===== src/rtl/quick_cpu_pkg.sv =====
// rtl/quick_cpu_pkg.sv - shared loader types and uio pin map for quick_cpu
package quick_cpu_pkg;

  localparam int ADDR_W_DEF = 5;

  typedef enum logic [1:0] {
    IDLE  = 2'd0,
    LOAD  = 2'd1,
    WRITE = 2'd2,
    DONE  = 2'd3
  } ld_state_e;

  localparam int UIO_LOAD_REQ = 0;
  localparam int UIO_STROBE   = 1;
  localparam int UIO_ACK      = 2;
  localparam int UIO_BUSY     = 3;

endpackage


===== src/rtl/toggle_sync.sv =====
// rtl/toggle_sync.sv - multi-flop synchroniser with enable-gated change detect
module toggle_sync #(
  parameter int STAGES = 2
) (
  input  logic clk,
  input  logic rst_n,
  input  logic ena,
  input  logic d,
  output logic level,
  output logic evt
);

  logic [STAGES-1:0] sync_q;
  logic              prev_q;

  // prev_q only advances with ena, so a change seen while disabled stays pending
  always_ff @(posedge clk or negedge rst_n) begin
    if (!rst_n) begin
      sync_q <= '0;
      prev_q <= 1'b0;
    end else begin
      sync_q <= {sync_q[STAGES-2:0], d};
      if (ena) begin
        prev_q <= sync_q[STAGES-1];
      end
    end
  end

  assign level = sync_q[STAGES-1];
  assign evt   = sync_q[STAGES-1] ^ prev_q;

endmodule


===== src/rtl/prog_loader.sv =====
// rtl/prog_loader.sv - host-to-RAM program loader with toggle handshake and CPU hold
module prog_loader
  import quick_cpu_pkg::*;
#(
  parameter int ADDR_W      = ADDR_W_DEF,
  parameter int SYNC_STAGES = 2
) (
  input  logic              clk,
  input  logic              rst_n,
  input  logic              ena,
  input  logic [7:0]        ui_in,
  input  logic              load_req,
  input  logic              strobe,
  output logic              ack,
  output logic              busy,
  output logic              cpu_hold,
  output logic              mem_we,
  output logic [ADDR_W-1:0] mem_addr,
  output logic [7:0]        mem_wdata,
  output logic [7:0]        checksum,
  output logic              overflow,
  output logic [7:0]        uio_oe
);

  localparam logic [ADDR_W-1:0] ADDR_MAX = '1;

  ld_state_e         state_q, state_d;
  logic [ADDR_W-1:0] addr_q;
  logic [7:0]        wdata_q;
  logic [7:0]        sum_q;
  logic              full_q;
  logic              ovf_q;
  logic              ack_q;
  logic              req_lvl;
  logic              stb_evt;
  logic              unused_req_evt;
  logic              unused_stb_lvl;

  toggle_sync #(.STAGES(SYNC_STAGES)) u_req_sync (
    .clk   (clk),
    .rst_n (rst_n),
    .ena   (ena),
    .d     (load_req),
    .level (req_lvl),
    .evt   (unused_req_evt)
  );

  toggle_sync #(.STAGES(SYNC_STAGES)) u_stb_sync (
    .clk   (clk),
    .rst_n (rst_n),
    .ena   (ena),
    .d     (strobe),
    .level (unused_stb_lvl),
    .evt   (stb_evt)
  );

  // a pending byte wins over load_req falling so the last byte is never lost
  always_comb begin
    state_d = state_q;
    unique case (state_q)
      IDLE:    if (req_lvl) state_d = LOAD;
      LOAD: begin
        if (stb_evt)       state_d = WRITE;
        else if (!req_lvl) state_d = DONE;
      end
      WRITE:   state_d = LOAD;
      DONE:    state_d = IDLE;
      default: state_d = IDLE;
    endcase
  end

  always_ff @(posedge clk or negedge rst_n) begin
    if (!rst_n) begin
      state_q <= IDLE;
      addr_q  <= '0;
      wdata_q <= '0;
      sum_q   <= '0;
      full_q  <= 1'b0;
      ovf_q   <= 1'b0;
      ack_q   <= 1'b0;
    end else if (ena) begin
      state_q <= state_d;
      unique case (state_q)
        IDLE: begin
          if (req_lvl) begin
            addr_q <= '0;
            sum_q  <= '0;
            full_q <= 1'b0;
            ovf_q  <= 1'b0;
          end
        end
        LOAD: begin
          if (stb_evt) wdata_q <= ui_in;
        end
        WRITE: begin
          ack_q <= ~ack_q;
          if (full_q) begin
            ovf_q <= 1'b1;
          end else begin
            sum_q <= sum_q + wdata_q;
            // park on the last address instead of wrapping
            if (addr_q == ADDR_MAX) full_q <= 1'b1;
            else                    addr_q <= addr_q + 1'b1;
          end
        end
        default: ;
      endcase
    end
  end

  always_comb begin
    uio_oe           = '0;
    uio_oe[UIO_ACK]  = 1'b1;
    uio_oe[UIO_BUSY] = 1'b1;
  end

  assign mem_we    = (state_q == WRITE) && !full_q;
  assign mem_addr  = addr_q;
  assign mem_wdata = wdata_q;
  assign checksum  = sum_q;
  assign overflow  = ovf_q;
  assign ack       = ack_q;
  assign busy      = (state_q == LOAD) || (state_q == WRITE);
  assign cpu_hold  = (state_q != IDLE);

endmodule


===== config.mk =====
export PLATFORM = sky130hd
export DESIGN_NAME = prog_loader
export DESIGN_NICKNAME = d
export VERILOG_FILES = /design/src/rtl/quick_cpu_pkg.sv /design/src/rtl/toggle_sync.sv /design/src/rtl/prog_loader.sv
export SDC_FILE = /design/constraint.sdc
export NUM_CORES = 1
export LEC_CHECK = 0
export BUFFER_PORTS_ARGS = -buffer_cell sky130_fd_sc_hd__buf_2
export CAP_MARGIN = 25
export CORE_MARGIN = 4
export CORE_UTILIZATION = 45
export CTS_CLUSTER_SIZE = 16
export DETAILED_ROUTE_END_ITERATION = 16
export HOLD_SLACK_MARGIN = 0.08
export PLACE_DENSITY = 0.75
export SLEW_MARGIN = 5
export SYNTH_ARGS = -nofsm -noshare
export SYNTH_HDL_FRONTEND = slang
export SYNTH_SLANG_ARGS = --single-unit
export TNS_END_PERCENT = 5

===== constraint.sdc =====
create_clock -name clk -period 2 [get_ports clk]
set_input_delay 0.3 -clock clk [delete_from_list [all_inputs] [get_ports clk]]
set_output_delay 0.3 -clock clk [all_outputs]
set_load 0.01 [all_outputs]

-- Word level (Yosys, flattened, before mapping)
Cells that the tools add are included.
- latch bits: 0
- memories kept: 0
- memory bits (read-only): 0
- RAM bits: 0
- output and inout port bits: 34
- bits in registers: 31
- logic and storage cells: 53
- bits of input ports: 13
- bitwise gates (word level): 2
- reductions and logical operators: 13
- order comparisons: 0
- mux-type cells: 17
- multipliers: 0
- div/mod/pow operators: 0
- add/sub/neg operators: 2
- shifts and indexed selects: 0
- equality and inequality tests: 9
- operators by type and width (operator ; number):
    $mux 8 ; 2
    $pmux 8 s2 ; 1
    $mux 5 ; 3
    $pmux 5 s2 ; 1
    $reduce_and 3->1 ; 3
    $add 8x8->8 ; 1
    $pmux 2 s4 ; 1
    $reduce_and 4->1 ; 2
    $mux 2 ; 3
    $ne 2x2->1 const B ; 3
    $add 5x1->5 const B ; 1
    $eq 5x5->1 const B ; 1
    $reduce_and 5->1 ; 1
    $eq 2x2->1 const B ; 2
    $mux 1 ; 4
    $pmux 1 s2 ; 2
    $reduce_bool 2->1 ; 2
    $ne 3x3->1 const B ; 1
    $eq 2x1->1 const B ; 1
    $logic_not 2->1 ; 1
    $ne 2x1->1 const B ; 1
    $reduce_and 2->1 ; 1
    $logic_and 1x1->1 ; 1
    $logic_not 1->1 ; 1
    other kinds (3) ; 3

-- Logic depth before layout (Yosys ltp)
- word-level depth: 4
- depth in mapped cells: 7
- gate-level depth less buffers: 7

-- By module
A second synthesis with hierarchy kept.
- cell total of the unflattened synthesis: 166
- area, all modules: 1788.0 um^2
- modules (own cells, without submodules) (module ; times used ; cells each ; area an instance (um^2)):
    prog_loader ; 1 ; 156 ; 1590.3
    toggle_sync ; 2 ; 5 ; 98.8

-- Worst setup path after synthesis
OpenSTA, ideal clock, no wires.
- kind: register to register
- from: register wdata_q[0] (netlist: mem_wdata[0])
- to: register sum_q[6] (netlist: checksum[6])
- path buffers: 0
- library setup time: 0.123 ns
- stages on the path, launching flop included: 8
- path slack: 0.089 ns
- clock period less this slack: 1.911 ns
- data required time: 1.877 ns
- arrival: 1.788 ns
- path through: dfrtp_1 > ha_1 > fa_1 > a21o_1 > a21o_1 > a21oi_1 > mux2i_1 > nand2_1
- longest elaborated chain between the ends: 3
- RTL lines (item ; line ; text):
    start, declared ; prog_loader.sv:29 ; logic [7:0] wdata_q;
    start signal, assigned ; prog_loader.sv:93 ; if (stb_evt) wdata_q <= ui_in;
    $add 8x8->8 ; prog_loader.sv:100 ; sum_q <= sum_q + wdata_q;
    $mux 8 ; prog_loader.sv:97 ; if (full_q) begin
    $pmux 8 s2 ; prog_loader.sv:83 ; unique case (state_q)
    end signal, assigned ; prog_loader.sv:100 ;
    end, declared ; prog_loader.sv:30 ; logic [7:0] sum_q;
Every way passes these cells. The select of a mux whose other input is x is not followed.
A chain may end at the register's enable or synchronous reset.

-- Worst setup path after layout
- from: register state_q[0]
- to: output port mem_we
- longest elaborated chain between the ends: 2
- RTL lines (item ; line ; text):
    start, declared ; prog_loader.sv:27 ; ld_state_e state_q, state_d;
    start signal, assigned ; prog_loader.sv:82 ; state_q <= state_d;
    $eq 2x2->1 ; prog_loader.sv:117 ; assign mem_we = (state_q == WRITE) && !full_q;
    $logic_and 1x1->1 ; prog_loader.sv:117 ;
    end, declared ; prog_loader.sv:17 ; output logic mem_we,
Every way passes these cells.

==> metrics.txt <==
flops & latches, synth 31; vias in the first global route 1,206; Core Region 3470 µm²; CP Data Arrival Time 1620 ps; DP HPWL 2.37 mm; unrepaired setup endpoints after global routing no; n_diodes 0; Worst R2R Start state_q[0]; Static Leak 1.04 nW; Slew Limit Fails 0; die width 69.2 µm; final global-route overflow total 0; DR iter-0 viols 48; dpl ws 65.0 ps; FFs w/ async S/R, synth 100%; Yosys Warn Count 0; initial antenna violation count 0; via/cell ratio 5.29; status completed; worst slew pin tran 686 ps; crit end category output pin; worst min path class in -> reg; Filler cells 313; Worst setup SP type flop; crit-path cells inv_1 > ha_2 > nor2b_1 > buf_4 > buf_2; fin crit period 1920 ps; count of final setup violators 0; Sink Count 31; CTS root buf clkbuf_8; Worst Clk Skew 4.54 ps; IO buf count 38; worst skew pair latency 280 ps; Total GRT Usage 14.3%; CP required 1700 ps; FMAX 522 MHz; final hold violations 0; Max VDD drop 0.785 mV; Post-route DRC 0; Setup Crit Path Kind reg -> out; Synth top area share 46.1%; Area after DPL 1900 µm²; Distinct cells, synth 36; top_reg_cell synth dfrtp_1; Pwr per Cell Area 1500 nW/µm²; cell area after layout 2060 µm²; clock buffer count from CTS 5; commonest non-fill, non-tap cell in the layout buf_2; layout cell share with drive strength beyond 1 33.0%; ANT nets after route 0; Row Count 21; Avg WL per Cell 13.3 µm; first-pass GRT wire length 5.58 mm; Setup crit start state_q[0]; fin crit share 95.8%; Slowest Stage Delay on Critical Path 410 ps; Inst Count DP 240; area grow syn2layout 22.5%; Die ar. 4780 µm²; final wirelength 3.31 mm; Non-Filler Instances 249; Post-synth EDFFs 0; Yosys top cell by area dfrtp_1; initial core utilization 48.5%; Cell Area, Synth 1680 µm²; H-tree levels 2; CTS Buffer Depth 2; Vias 1,317; Clock Pin Slew Worst Setup and Hold Paths 60 ps; I/O pin count 47; CTS tree built; Hold Startpoint load_req; # nets final 229; sequential share of the synthesized area 46.1%; first drt pass iteration count 4; top post-synthesis cells by area dfrtp_1 46%, ha_1 9.7%, mux2_2 6.0%, buf_4 3.6%, nand2_1 3.3%; Max-Slew Margin vs Limit 54.3%; die height 69.2 µm; setup_tns 0 ps; max-cap viol count 0; Mapped Avg Cell Area 10.7 µm²; Slowest-stage cell, CP dfrtp_1; Final Wtd Congestion 0.795; post-CTS setup repair buffer count 0; largest net degree at the start of global routing 32; most frequent cells in the layout 38 x buf_2, 31 x dfrtp_1, 15 x nand2_1, 10 x a21oi_1, 10 x ha_1; Post-Synthesis Cells 158; R2R setup slack 120 ps; maximum fanout along the worst path 8; final worst setup slack 84.2 ps
area by class of cell:
class	count	area, µm²	area share, %
Multi-Input combinational cell	119	876	42.5
Sequential cell	31	776	37.6
Timing Repair Buffer	42	223	10.8
Clock buffer	6	82.6	4.01
Tap cell	46	57.6	2.79
Clock inverter	2	35.0	1.70
Inverter	3	11.3	0.546
power by group:
part | switching (mW) | internal, mW
logic | 0.772 | 0.668
registers | 0.186 | 0.828
clock network | 0.230 | 0.403
final timing paths:
path / endpoint / cells past startpoint
hold reg to reg: u_req_sync.sync_q[1] / 0
hold / removal: u_req_sync.sync_q[0] / 1
min in group asynchronous: mem_wdata[1] / 2
max in group asynchronous: checksum[4] / 2
setup reg to reg: mem_addr[3] / 7
setup / recovery: mem_we / 5
cells by family (layout without fill, tap and decap cells):
kind of cell,count (synthesis),after routing,synth area share [%]
adders and majority gates,14,14,10.9
DFF,31,31,46.1
xor gates and xnor gates,6,6,3.12
other,2,8,0.446
AOI/OAI and AO/OA,38,38,15.2
and+or+nand+nor,43,43,12.6
muxes,10,10,6.62
buffers and inverters,14,53,4.98
Yosys cell counts, drive strengths merged, types with 2 or more instances:
cell and count:
dfrtp 31, nand2 15, ha 13, a21oi 11, mux2 9, nor2 9, buf 8, o21ai 8
a21o 5, a22o 5, nand3 4, xor2 4, and3 3, clkbuf 3, inv 3, nor3b 3
a211oi 2, and2 2, conb 2, nor3 2, o21bai 2, xnor2 2
state kept, by name (all words and copies together) (netlist names):
name / flops
checksum: 8
mem_addr: 5
overflow: 1
u_stb_sync.sync_q: 2
u_req_sync.sync_q: 2
full_q: 1
state_q: 2
ack: 1
mem_wdata: 8
u_stb_sync.prev_q: 1
per-stage QoR:
| step | util, % | total power, mW | hold slack [ps] |
|---|---|---|---|
| after CTS | 58.5 | 3.07 | 105 |
| after detailed placement | 54.9 | 2.41 | 336 |
| final | 59.4 | 3.09 | 116 |
| after global routing | 59.4 | 3.33 | 112 |
| after floorplan | - | 1.98 | 4.41 |
| after global placement | 54.9 | 2.39 | 333 |
routing by layer:
| metal | GRT usage (%) | vias up | part of all wire, % |
|---|---|---|---|
| li1 | - | 636 | - |
| met1 | 18.6 | 617 | 46 |
| met2 | 22.0 | 55 | 44 |
| met3 | 4.51 | 9 | 8.6 |
| met4 | 5.86 | 0 | 1.7 |
| met5 | 0 | - | 0 |
timing repair:
item,in CTS,in global routing
gates resized for setup,0,7
setup endpoints to repair,0,3
hold buffers,1,0
endpoints found under the hold margin,31,0
worst max-delay path, delay by kind of cell (launching register included):
kind	cells	cell delay [ps]
adders and majority gates	1	300
buffers and inverters	3	390
DFF	1	410
and+or+nand+nor	1	230
No activity file was read; power rests on OpenSTA's default activity.
